[src/rtl/cpu_defs.sv]
// Shared encodings for the multi-cycle MIPS-subset control path:
// opcodes, ALU operation classes, mux selects and the main FSM states.
package cpu_defs;

    localparam logic [5:0] OP_RTYPE = 6'b000000;
    localparam logic [5:0] OP_LW    = 6'b100011;
    localparam logic [5:0] OP_SW    = 6'b101011;
    localparam logic [5:0] OP_BEQ   = 6'b000100;
    localparam logic [5:0] OP_ORI   = 6'b001101;

    localparam logic [1:0] ALUOP_ADD   = 2'b00;
    localparam logic [1:0] ALUOP_SUB   = 2'b01;
    localparam logic [1:0] ALUOP_FUNCT = 2'b10;
    localparam logic [1:0] ALUOP_OR    = 2'b11;

    localparam logic       SRCA_PC = 1'b0;
    localparam logic       SRCA_RS = 1'b1;

    localparam logic [1:0] SRCB_RT      = 2'b00;
    localparam logic [1:0] SRCB_FOUR    = 2'b01;
    localparam logic [1:0] SRCB_IMM     = 2'b10;
    localparam logic [1:0] SRCB_IMM_SH2 = 2'b11;

    localparam logic [1:0] PCSRC_ALU    = 2'b00;
    localparam logic [1:0] PCSRC_ALUOUT = 2'b01;

    typedef enum logic [2:0] {
        ST_IDLE,
        ST_FETCH,
        ST_DECODE,
        ST_EXEC,
        ST_MEMACC,
        ST_WBACK,
        ST_TRAP
    } state_t;

    function automatic logic op_legal(input logic [5:0] opc);
        return (opc == OP_RTYPE) || (opc == OP_LW) || (opc == OP_SW) ||
               (opc == OP_BEQ)   || (opc == OP_ORI);
    endfunction

endpackage

[src/rtl/multicycle_ctrl.sv]
// Main control FSM of the multi-cycle core: sequences each instruction, owns the
// memory handshake with its wait timeout, the sticky trap and the retire counter.
module multicycle_ctrl #(
    parameter int unsigned MEM_TIMEOUT = 15,
    parameter int unsigned CNT_W       = 32
) (
    input  logic             clk,
    input  logic             rst_n,
    input  logic             runEn,
    input  logic [5:0]       op,
    input  logic             zero,
    input  logic             memAck,
    output logic             memReq,
    output logic             memRdSig,
    output logic             memWrSig,
    output logic             irWrSig,
    output logic             pcWrSig,
    output logic [1:0]       pcSrcSig,
    output logic             aluSrcASig,
    output logic [1:0]       aluSrcBSig,
    output logic [1:0]       aluOpSig,
    output logic             aluImmSig,
    output logic             regDstSig,
    output logic             regWrSig,
    output logic             memToRegSig,
    output logic             trapSig,
    output logic             busySig,
    output logic [CNT_W-1:0] instRetired
);
    import cpu_defs::*;

    localparam int unsigned WAIT_W = (MEM_TIMEOUT > 1) ? $clog2(MEM_TIMEOUT) : 1;
    localparam logic [WAIT_W-1:0] WAIT_LAST =
        WAIT_W'((MEM_TIMEOUT == 0) ? 0 : MEM_TIMEOUT - 1);

    state_t            state;
    state_t            next;
    logic [5:0]        opReg;
    logic [WAIT_W-1:0] waitCnt;
    logic              retire;
    logic              waitExpired;

    // Last permitted wait cycle with no acknowledge; an ack in that cycle still wins.
    assign waitExpired = (MEM_TIMEOUT != 0) && (waitCnt == WAIT_LAST) && !memAck;

    always_comb begin
        next        = state;
        retire      = 1'b0;
        memReq      = 1'b0;
        memRdSig    = 1'b0;
        memWrSig    = 1'b0;
        irWrSig     = 1'b0;
        pcWrSig     = 1'b0;
        pcSrcSig    = PCSRC_ALU;
        aluSrcASig  = SRCA_PC;
        aluSrcBSig  = SRCB_RT;
        aluOpSig    = ALUOP_ADD;
        aluImmSig   = 1'b0;
        regDstSig   = 1'b0;
        regWrSig    = 1'b0;
        memToRegSig = 1'b0;
        trapSig     = 1'b0;
        busySig     = (state != ST_IDLE) && (state != ST_TRAP);

        case (state)
            ST_IDLE: begin
                if (runEn) next = ST_FETCH;
            end

            ST_FETCH: begin
                memReq     = 1'b1;
                memRdSig   = 1'b1;
                aluSrcASig = SRCA_PC;
                aluSrcBSig = SRCB_FOUR;
                aluOpSig   = ALUOP_ADD;
                if (memAck) begin
                    irWrSig  = 1'b1;
                    pcWrSig  = 1'b1;
                    pcSrcSig = PCSRC_ALU;
                    next     = ST_DECODE;
                end else if (waitExpired) begin
                    next = ST_TRAP;
                end
            end

            ST_DECODE: begin
                aluSrcASig = SRCA_PC;
                aluSrcBSig = SRCB_IMM_SH2;
                aluOpSig   = ALUOP_ADD;
                next       = op_legal(op) ? ST_EXEC : ST_TRAP;
            end

            ST_EXEC: begin
                aluSrcASig = SRCA_RS;
                case (opReg)
                    OP_RTYPE: begin
                        aluSrcBSig = SRCB_RT;
                        aluOpSig   = ALUOP_FUNCT;
                        next       = ST_WBACK;
                    end
                    OP_LW, OP_SW: begin
                        aluSrcBSig = SRCB_IMM;
                        aluOpSig   = ALUOP_ADD;
                        next       = ST_MEMACC;
                    end
                    OP_ORI: begin
                        aluSrcBSig = SRCB_IMM;
                        aluOpSig   = ALUOP_OR;
                        aluImmSig  = 1'b1;
                        next       = ST_WBACK;
                    end
                    OP_BEQ: begin
                        aluSrcBSig = SRCB_RT;
                        aluOpSig   = ALUOP_SUB;
                        pcSrcSig   = PCSRC_ALUOUT;
                        pcWrSig    = zero;
                        retire     = 1'b1;
                    end
                    default: next = ST_TRAP;
                endcase
            end

            ST_MEMACC: begin
                memReq   = 1'b1;
                memRdSig = (opReg == OP_LW);
                memWrSig = (opReg == OP_SW);
                if (memAck) begin
                    if (opReg == OP_LW) next = ST_WBACK;
                    else                retire = 1'b1;
                end else if (waitExpired) begin
                    next = ST_TRAP;
                end
            end

            ST_WBACK: begin
                regWrSig    = 1'b1;
                regDstSig   = (opReg == OP_RTYPE);
                memToRegSig = (opReg == OP_LW);
                retire      = 1'b1;
            end

            ST_TRAP: begin
                trapSig = 1'b1;
            end

            default: next = ST_IDLE;
        endcase

        // runEn only matters at the instruction boundary
        if (retire) next = runEn ? ST_FETCH : ST_IDLE;
    end

    always_ff @(posedge clk or negedge rst_n) begin
        if (!rst_n) begin
            state       <= ST_IDLE;
            opReg       <= '0;
            waitCnt     <= '0;
            instRetired <= '0;
        end else begin
            state <= next;
            if (state == ST_DECODE) opReg <= op;
            if (state != ST_TRAP) begin
                if (memReq && !memAck && (next == state)) waitCnt <= waitCnt + 1'b1;
                else                                       waitCnt <= '0;
            end
            if (retire) instRetired <= instRetired + 1'b1;
        end
    end

endmodule

[config.mk]
export PLATFORM = sky130hd
export DESIGN_NAME = multicycle_ctrl
export DESIGN_NICKNAME = d
export VERILOG_FILES = /design/src/rtl/cpu_defs.sv /design/src/rtl/multicycle_ctrl.sv
export SDC_FILE = /design/constraint.sdc
export NUM_CORES = 1
export LEC_CHECK = 0
export ABC_AREA = 1
export CORE_ASPECT_RATIO = 1.4
export CORE_MARGIN = 3
export CORE_UTILIZATION = 48
export CTS_BUF_LIST = sky130_fd_sc_hd__clkbuf_4
export CTS_CLUSTER_SIZE = 12
export DETAILED_ROUTE_END_ITERATION = 8
export PLACE_DENSITY = 0.76
export SLEW_MARGIN = 20
export SYNTH_ARGS = -nofsm -noshare
export SYNTH_HDL_FRONTEND = slang
export SYNTH_SLANG_ARGS = --single-unit
[constraint.sdc]
create_clock -name clk -period 1.3 [get_ports clk]
set_input_delay 0.26 -clock clk [delete_from_list [all_inputs] [get_ports clk]]
set_output_delay 0.26 -clock clk [all_outputs]
set_load 0.005 [all_outputs]
==> run metrics, run 1 <==
row count 32; gpl congestion 0.8967; clk sinks 45; largest net degree at the start of global routing 46; Syn Area/Cell about 7.1 µm²; synthesized instance count 406; sequential area share after synthesis between 30% and 40%; DP Area 0.004325 mm²; Clock Path Buffers 2; FFs w/ async S/R, synth 100.0%; root buffer cell clkbuf_4; Buffers on Ports 59; DIE WIDTH 71.27 µm; Post-Syn Nets 420; initial core utilization 50.71%; die height 97.38 µm; Inst Count DP 625; H-tree depth 2; EDFF count, synth 0; post-synthesis cell type count 27; top_reg_cell synth dfrtp_1; Synth warnings 0; most frequent cell after synthesis nand2_1; worst_ep grt aluSrcBSig[1]; io pins 61; top cells by count, synth nand2_1 (133), nor2_1 (53), inv_1 (49); Mapped Area 0.002863 mm²; CTS buffer count 5; Exit stage global routing (5_1_grt); top cell type's share of synthesized area roughly 39%; synth top area cells dfrtp_1 (39%), nand2_1 (17%), xor2_1 (8.0%); Log Error [ERROR DPL-0038] Utilization greater than 100%, impossible to legalize; DP HPWL 6769 µm; Synth area leader dfrtp_1; status stopped before the end; WEP type top-level output; number of synthesized register bits between 40 and 50
## per-stage QoR
step | utilization, % | setup TNS, ns | setup slack [ns] | hold WS, ns
after CTS | 93.42 | -24.81 | -0.6301 | 0.3830
after detailed placement | 76.62 | -21.03 | -0.5400 | 0.2591
after global placement | 76.62 | -19.89 | -0.5273 | 0.2582
after floorplan | - | -1.109 | -0.08479 | -0.03559
## logic make-up after synthesis
kind of cell | after synthesis | share of synthesized area (%)
simple gates | 240 | 35.97
buf+inv | 55 | 7.998
flops | 45 | 39.34
xor+xnor | 33 | 10.10
compound gates | 29 | 5.157
fa+ha+maj | 3 | 1.311
other cells | 1 | 0.1310
## timing repair
| item | in CTS |
|---|---|
| gates cloned | 3 |
| pin swaps | 36 |
| setup buffers | 70 |
| resized for setup | 324 |
| hold endpoints to repair | 45 |
| setup endpoints to repair | 88 |
| hold buffers | 1 |
==> run 2, diff against run 1 <==
CORE_ASPECT_RATIO = unset   (was 1.4)
CORE_UTILIZATION = 34   (was 48)
CTS_BUF_LIST = unset   (was sky130_fd_sc_hd__clkbuf_4)
CTS_CLUSTER_SIZE = unset   (was 12)
PLACE_DENSITY = unset   (was 0.76)
PLACE_DENSITY_LB_ADDON = 0.15   (was unset)
clock period = 1.69 ns   (was 1.3 ns; I/O delays follow)
==> run 2 against run 1 <==
The flow now finishes, with violations (setup timing). Synthesized cell count unchanged. Synthesized area unchanged.
==> run metrics, run 2 <==
Critical Path Max Stage Delay 0.45 ns; Crit. Startpoint state[1]; drt total wl a little over 9000 µm; Syn Area/Cell 7.051 µm² (unchanged); sequential area share after synthesis 39.34% (unchanged); post-synthesis cell type count 27 (unchanged); Achievable Freq around 550 MHz; n_diodes 0; Mapped Area 0.002863 mm² (unchanged); min-delay worst type primary input to asynchronous set/reset pin; WL/cell 14.04 µm; first-pass GRT wire length 14600 µm; Crit-path slowest cell dfrtp_2; total power 6.034 mW; Fillers between 700 and 800; CTS buffer count 5 (unchanged); Buffers on Ports 59 (unchanged); initial antenna violation count 0; final setup vio count 42; Post-Syn Nets 420 (unchanged); average vias per placed instance 4.873; number of synthesized register bits 45 (unchanged); vias 3216; post-synthesis adder-cell area fraction 1.311% (unchanged); Synth warnings 0 (unchanged); violated checks setup timing; total track usage 18.55%; top cell type's share of synthesized area 39.34% (unchanged); synthesized instance count 406 (unchanged); Clock Path Buffers 2 (unchanged); type of the worst setup path flip-flop to output pin; Detail Route Antenna Nets 0; GRT overflow 0; CORE AREA 0.007968 mm²; CP max FO 5; io pins 61 (unchanged); largest family of logic cells by synthesized area simple AND/OR/NAND/NOR gates; Period Utilization, post-route 108.2%; Place WS -0.2329 ns (+0.3070 ns); H-tree depth 2 (unchanged); Max Cap Viol 0; DP Area 0.003889 mm² (-10%); EDFF count, synth 0 (unchanged); largest net degree at the start of global routing 46; Largest register FFs 32; DR iter-0 viols 185; top_reg_cell synth dfrtp_1; CP Cell Sequence buf_6, nor2_4, nand2_4, buf_6, o21ai_2, buf_2; Synth Area in Simple Gates 35.97% (unchanged); register area 0.001136 mm²; die area 0.009557 mm²; Non-Filler Instances 660; FFs w/ async S/R, synth 100.0% (unchanged); RSZ-0062 raised after global routing true; Worst Slack Setup Final -0.1394 ns; drt pass-1 iters 7; clk sinks 45 (unchanged); area growth from synthesis to final layout 68.58%; critical path startpoint category flip-flop; Clock Latency Late Sink approximately 0.31 ns; Slew Viols, Final 0; gpl congestion 0.9050 (+0.93%); area of the multi-input gates roughly 0.0019 mm²; Layout Skew 0.005622 ns; FF-to-FF Start state[1]; status finished, violations left; fin area 0.004826 mm²; largest register by flop count instRetired; post-synthesis compound-gate area fraction 5.157% (unchanged); XOR/XNOR Fraction of Synth Area 10.10% (unchanged); Nets 571; Tmin final 1.829 ns; crit path DAT between 1 and 1.5 ns; clk slew on worst S/H paths 0.08 ns; Pleak 2.291 nW; die height 97.76 µm (+0.40%); Largest regs instRetired (32), opReg (6), waitCnt (4); Reg2Reg Setup Slack -0.11 ns; number of global-route vias before repair 2999; # DRC 0; Crit. End Element output pin; share of layout cells above drive strength 1 38.71%; cell mode on critical path buf_6; Setup TNS -2.976 ns; commonest cells after routing, fill and taps aside nand2_1 (106), buf_4 (59), clkdlybuf4s50_1 (39), dfrtp_1 (37), inv_1 (36); CP endpoint pcWrSig; DIE WIDTH 97.76 µm (+37%); peak supply drop about 600 µV; TritonCTS clock tree built; row count 32 (unchanged); Req. time, crit path 1.35 ns; CTS hold repair buffers 0 (-1); top cells by count, synth nand2_1 (133), nor2_1 (53), inv_1 (49); reg2reg path depth 13; mux contribution to synthesized area 0% (unchanged); Inst Count DP 607 (-2.9%); R2R Path End instRetired[20]; initial core utilization 35.93% (-15 points); DP HPWL 6257 µm (-7.6%); root buffer cell clkbuf_8; most common library cell in the layout ignoring fill and taps nand2_1; Hold Vio Cnt, Final 0; synth top area cells dfrtp_1 (39%), nand2_1 (17%), xor2_1 (8.0%); PwrDens 1250 mW/mm²; Synth area leader dfrtp_1; most frequent cell after synthesis nand2_1
## run 2: cell counts after synthesis
Identical to the previous run, type by type.
## run 2: report_power, final
| part | total, mW | switching, mW | internal (mW) | leakage (nW) |
|---|---|---|---|---|
| registers | 1.50 | 0.210 | 1.29 | 0.581 |
| logic | 3.85 | 1.84 | 2.01 | 1.67 |
| clock network | 0.676 | 0.381 | 0.295 | 0.0395 |
## run 2: timing repair
action	in CTS	in global routing
endpoints found under the setup margin	47	60
resized for setup	136	100
setup buffers	32	10
gates cloned	1	3
pin swaps	24	25
## run 2: critical path: cells and delay by family, from the launching register on
kind                   cells  cell delay (ns)
AO/OA/AOI/OAI              1             0.10
buffers and inverters      3             0.39
flip-flops                 1             0.45
AND/OR/NAND/NOR            2             0.24
## run 2: worst min-delay path by stage
stage / start / endpoint / cells past startpoint
after floorplan: rst_n / instRetired[0] / 0
after global placement: rst_n / waitCnt[0] / 2
after detailed placement: rst_n / state[1] / 2
after CTS: rst_n / waitCnt[0] / 2
after global routing: rst_n / waitCnt[1] / 2
final: rst_n / waitCnt[0] / 2
## run 2: metrics by stage
stage | hold slack [ns] | utilization [%]
4_1_cts | 0.005853 | 55.15
6_report | 0.0004864 | 60.57
3_3_place_gp | 0.3395 | 48.81
2_1_floorplan | 0.04241 | -
5_1_grt | 0.0007184 | 60.57
3_5_place_dp | 0.3396 | 48.81
## run 2: metal layers
metal,GRT usage [%],up-vias,share of wire [%]
met5,0,-,0
met4,4.899,0,2.0
met3,3.286,20,4.1
met2,29.99,83,48
met1,25.71,1545,46
li1,-,1568,-
## run 2: cell type report
class / instances / area share [%]
Clock buffer: 8 / 1.659
Sequential cell: 45 / 23.54
Multi-Input combinational cell: 306 / 39.07
Tap cell: 102 / 2.645
Timing Repair inverter: 1 / 0.1556
Timing Repair Buffer: 149 / 28.99
Inverter: 49 / 3.941
## run 2: cells by family (layout without fill, tap and decap cells)
logic type | Yosys count | count (layout)
buffers and inverters | 55 | 207
AND/OR/NAND/NOR | 240 | 240
adder cells (fa/ha/maj) | 3 | 3
AO/OA/AOI/OAI | 29 | 29
XOR/XNOR | 33 | 33
other | 1 | 1
flip-flops | 45 | 45
No activity file was read; power rests on OpenSTA's default activity.
==> run 3, diff against run 2 <==
clock period = 2.2 ns   (was 1.69 ns; I/O delays follow)
==> run 3 against run 2 <==
The run now ends clean. Critical endpoint is now memWrSig. Critical path type unchanged. Clock-buffer cell count down 1. Flip-flop and latch count unchanged. Core utilization down 12 points. First-iteration DRC count shrank 36%. Largest power group unchanged. Design area down 19%. Setup slack improved by 0.18 ns.
==> run metrics, run 3 (synthesis results as in run 2) <==
status completed; type of the worst setup path flip-flop to output pin; gpl congestion 0.8908 (-1.6%); vias 2789 (-13%); Req. time, crit path 1.76 ns (+0.41 ns); WL/cell 13.49 µm (-3.9%); average vias per placed instance 4.711 (-3.3%); CP max FO 5 (unchanged); Layout Skew 0.01057 ns (+0.004950 ns); Detail Route Antenna Nets 0 (unchanged); FF-to-FF Start instRetired[0]; Crit. End Element output pin; Largest regs instRetired (32), opReg (6), waitCnt (4); DR iter-0 viols 119 (-36%); GRT overflow 0 (unchanged); clk sinks 45 (unchanged); first-pass GRT wire length 13040 µm (-11%); Hold WS 0.5301 ns (+0.5296 ns); Crit-path slowest cell clkdlybuf4s50_1; Max Cap Viol 0 (unchanged); min-delay worst type primary input to asynchronous set/reset pin; Period Utilization, post-route between 90% and 100%; root buffer cell clkbuf_8; io pins 61 (unchanged); Place WS 0.05367 ns (+0.2866 ns); global-route met1 utilization 24.23% (-1.5 points); Achievable Freq 464.0 MHz; commonest cells after routing, fill and taps aside nand2_1 (127), inv_1 (47), nor2_1 (45), clkdlybuf4s50_1 (44), dfrtp_1 (42); Hold Vio Cnt, Final 0 (unchanged); drt pass-1 iters 4 (-3); initial core utilization 35.93% (unchanged); reg2reg path depth 9 (-4); Clock Path Buffers 2 (unchanged); Reg2Reg Setup Slack 0.39 ns (+0.50 ns); total track usage 16.61% (-1.9 points); final setup vio count 0 (-100%); # DRC 0 (unchanged); CORE AREA 0.007968 mm² (unchanged); Critical Path Max Stage Delay 0.52 ns (+0.07 ns); Setup TNS 0 ns (+2.976 ns); initial antenna violation count 0 (unchanged); CP Cell Sequence nor2_4, nand2_2, nor3_2, clkdlybuf4s50_1; die area 0.009557 mm² (unchanged); Nets 504 (-12%); die height 97.76 µm (unchanged); largest net degree at the start of global routing 20 (-57%); R2R Path End instRetired[30]; number of global-route vias before repair 2655 (-11%); area growth from synthesis to final layout 36.23%; CTS buffer count 5 (unchanged); crit path DAT 1.72 ns (+0.23 ns); Tmin final between 2 and 2.5 ns; clk slew on worst S/H paths 0.09 ns (about the same); PwrDens 829.8 mW/mm² (-34%); Largest register FFs 32 (unchanged); RSZ-0062 raised after global routing true; most common library cell in the layout ignoring fill and taps nand2_1; Slew Viols, Final 0 (unchanged); Worst Slack Setup Final 0.04497 ns (+0.1844 ns); critical path startpoint category flip-flop; layer with the highest usage met2; Fillers 800 (+8.8%); drt total wl 7989 µm (-14%); Clock Latency Late Sink 0.30 ns (about the same); Pleak 1.910 nW (-17%); DIE WIDTH 97.76 µm (unchanged); n_diodes 0 (unchanged); largest register by flop count instRetired; routing usage on met3 3.643% (+0.36 points); peak supply drop 457.8 µV (-24%); row count 32 (unchanged); H-tree depth 2 (unchanged); share of layout cells above drive strength 1 12.45% (-26 points); met2 usage 25.30% (-4.7 points); total power 3.236 mW (-46%); Buffers on Ports 59 (unchanged); TritonCTS clock tree built; DP HPWL 6051 µm (-3.3%)
run 3: cell count changes in the layout (fill, tap and decap cells not counted), moves of 12 or more:
cell,delta
nor2_1,+13
o21ai_2,-12
buf_2,-14
o21ai_0,+15
nand2_2,-17
buf_6,-24
buf_4,-36
nand2_1,+21
run 3: worst max path at each step:
stage,from,end,slack (ns),cells past startpoint
floorplan,state[1],aluSrcBSig[1],0.57,6
detailed placement,memAck,pcWrSig,0.05,4
global placement,memAck,pcWrSig,0.08,4
finish,state[1],memWrSig,0.04,4
global route,opReg[2],memWrSig,-0.09,4
CTS,state[1],regDstSig,-0.008,5
run 3: report_power, final:
group	internal [mW]	total, mW	leakage (nW)	switching (mW)
logic	0.640	1.51	1.28	0.866
clock network	0.250	0.530	0.0443	0.280
registers	0.993	1.20	0.589	0.208
total	1.88	3.24	1.91	1.35
run 3: worst max-delay path, delay by kind of cell, from the launching register on:
kind,cells,cell delay [ns]
and+or+nand+nor,3,0.45
DFF,1,0.45
buffers and inverters,1,0.52
run 3: final cells by class:
type | count | area (µm²) | area share, %
well taps | 102 | 127.6 | 3.272
inverters | 49 | 183.9 | 4.716
clock buffers | 7 | 86.33 | 2.214
flip-flops and latches | 45 | 1130 | 28.97
multi-input cells | 306 | 1598 | 40.97
repair buffers | 83 | 774.5 | 19.86
run 3: repair_timing:
item / CTS / global route
resized for setup: 27 / 19
gates cloned: 0 / 0
buffers inserted: 6 / 8
endpoints found under the hold margin: 9 / 0
pin swaps: 5 / 4
setup endpoints to repair: 14 / 8
hold buffers: 1 / 0
run 3: routing by layer:
| metal | vias up | part of all wire (%) |
|---|---|---|
| met1 | 1292 | 50 |
| li1 | 1434 | - |
| met3 | 7 | 4.3 |
| met4 | 0 | 0.83 |
| met5 | - | 0 |
| met2 | 56 | 45 |
run 3: per-stage QoR:
stage / util (%) / instances / instance area, µm²
after floorplan: - / 406 / 2863
after global placement: 45.16 / 570 / 3598
after detailed placement: 45.16 / 570 / 3598
after CTS: 47.60 / 584 / 3792
after global routing: 48.95 / 592 / 3900
final: 48.95 / 592 / 3900
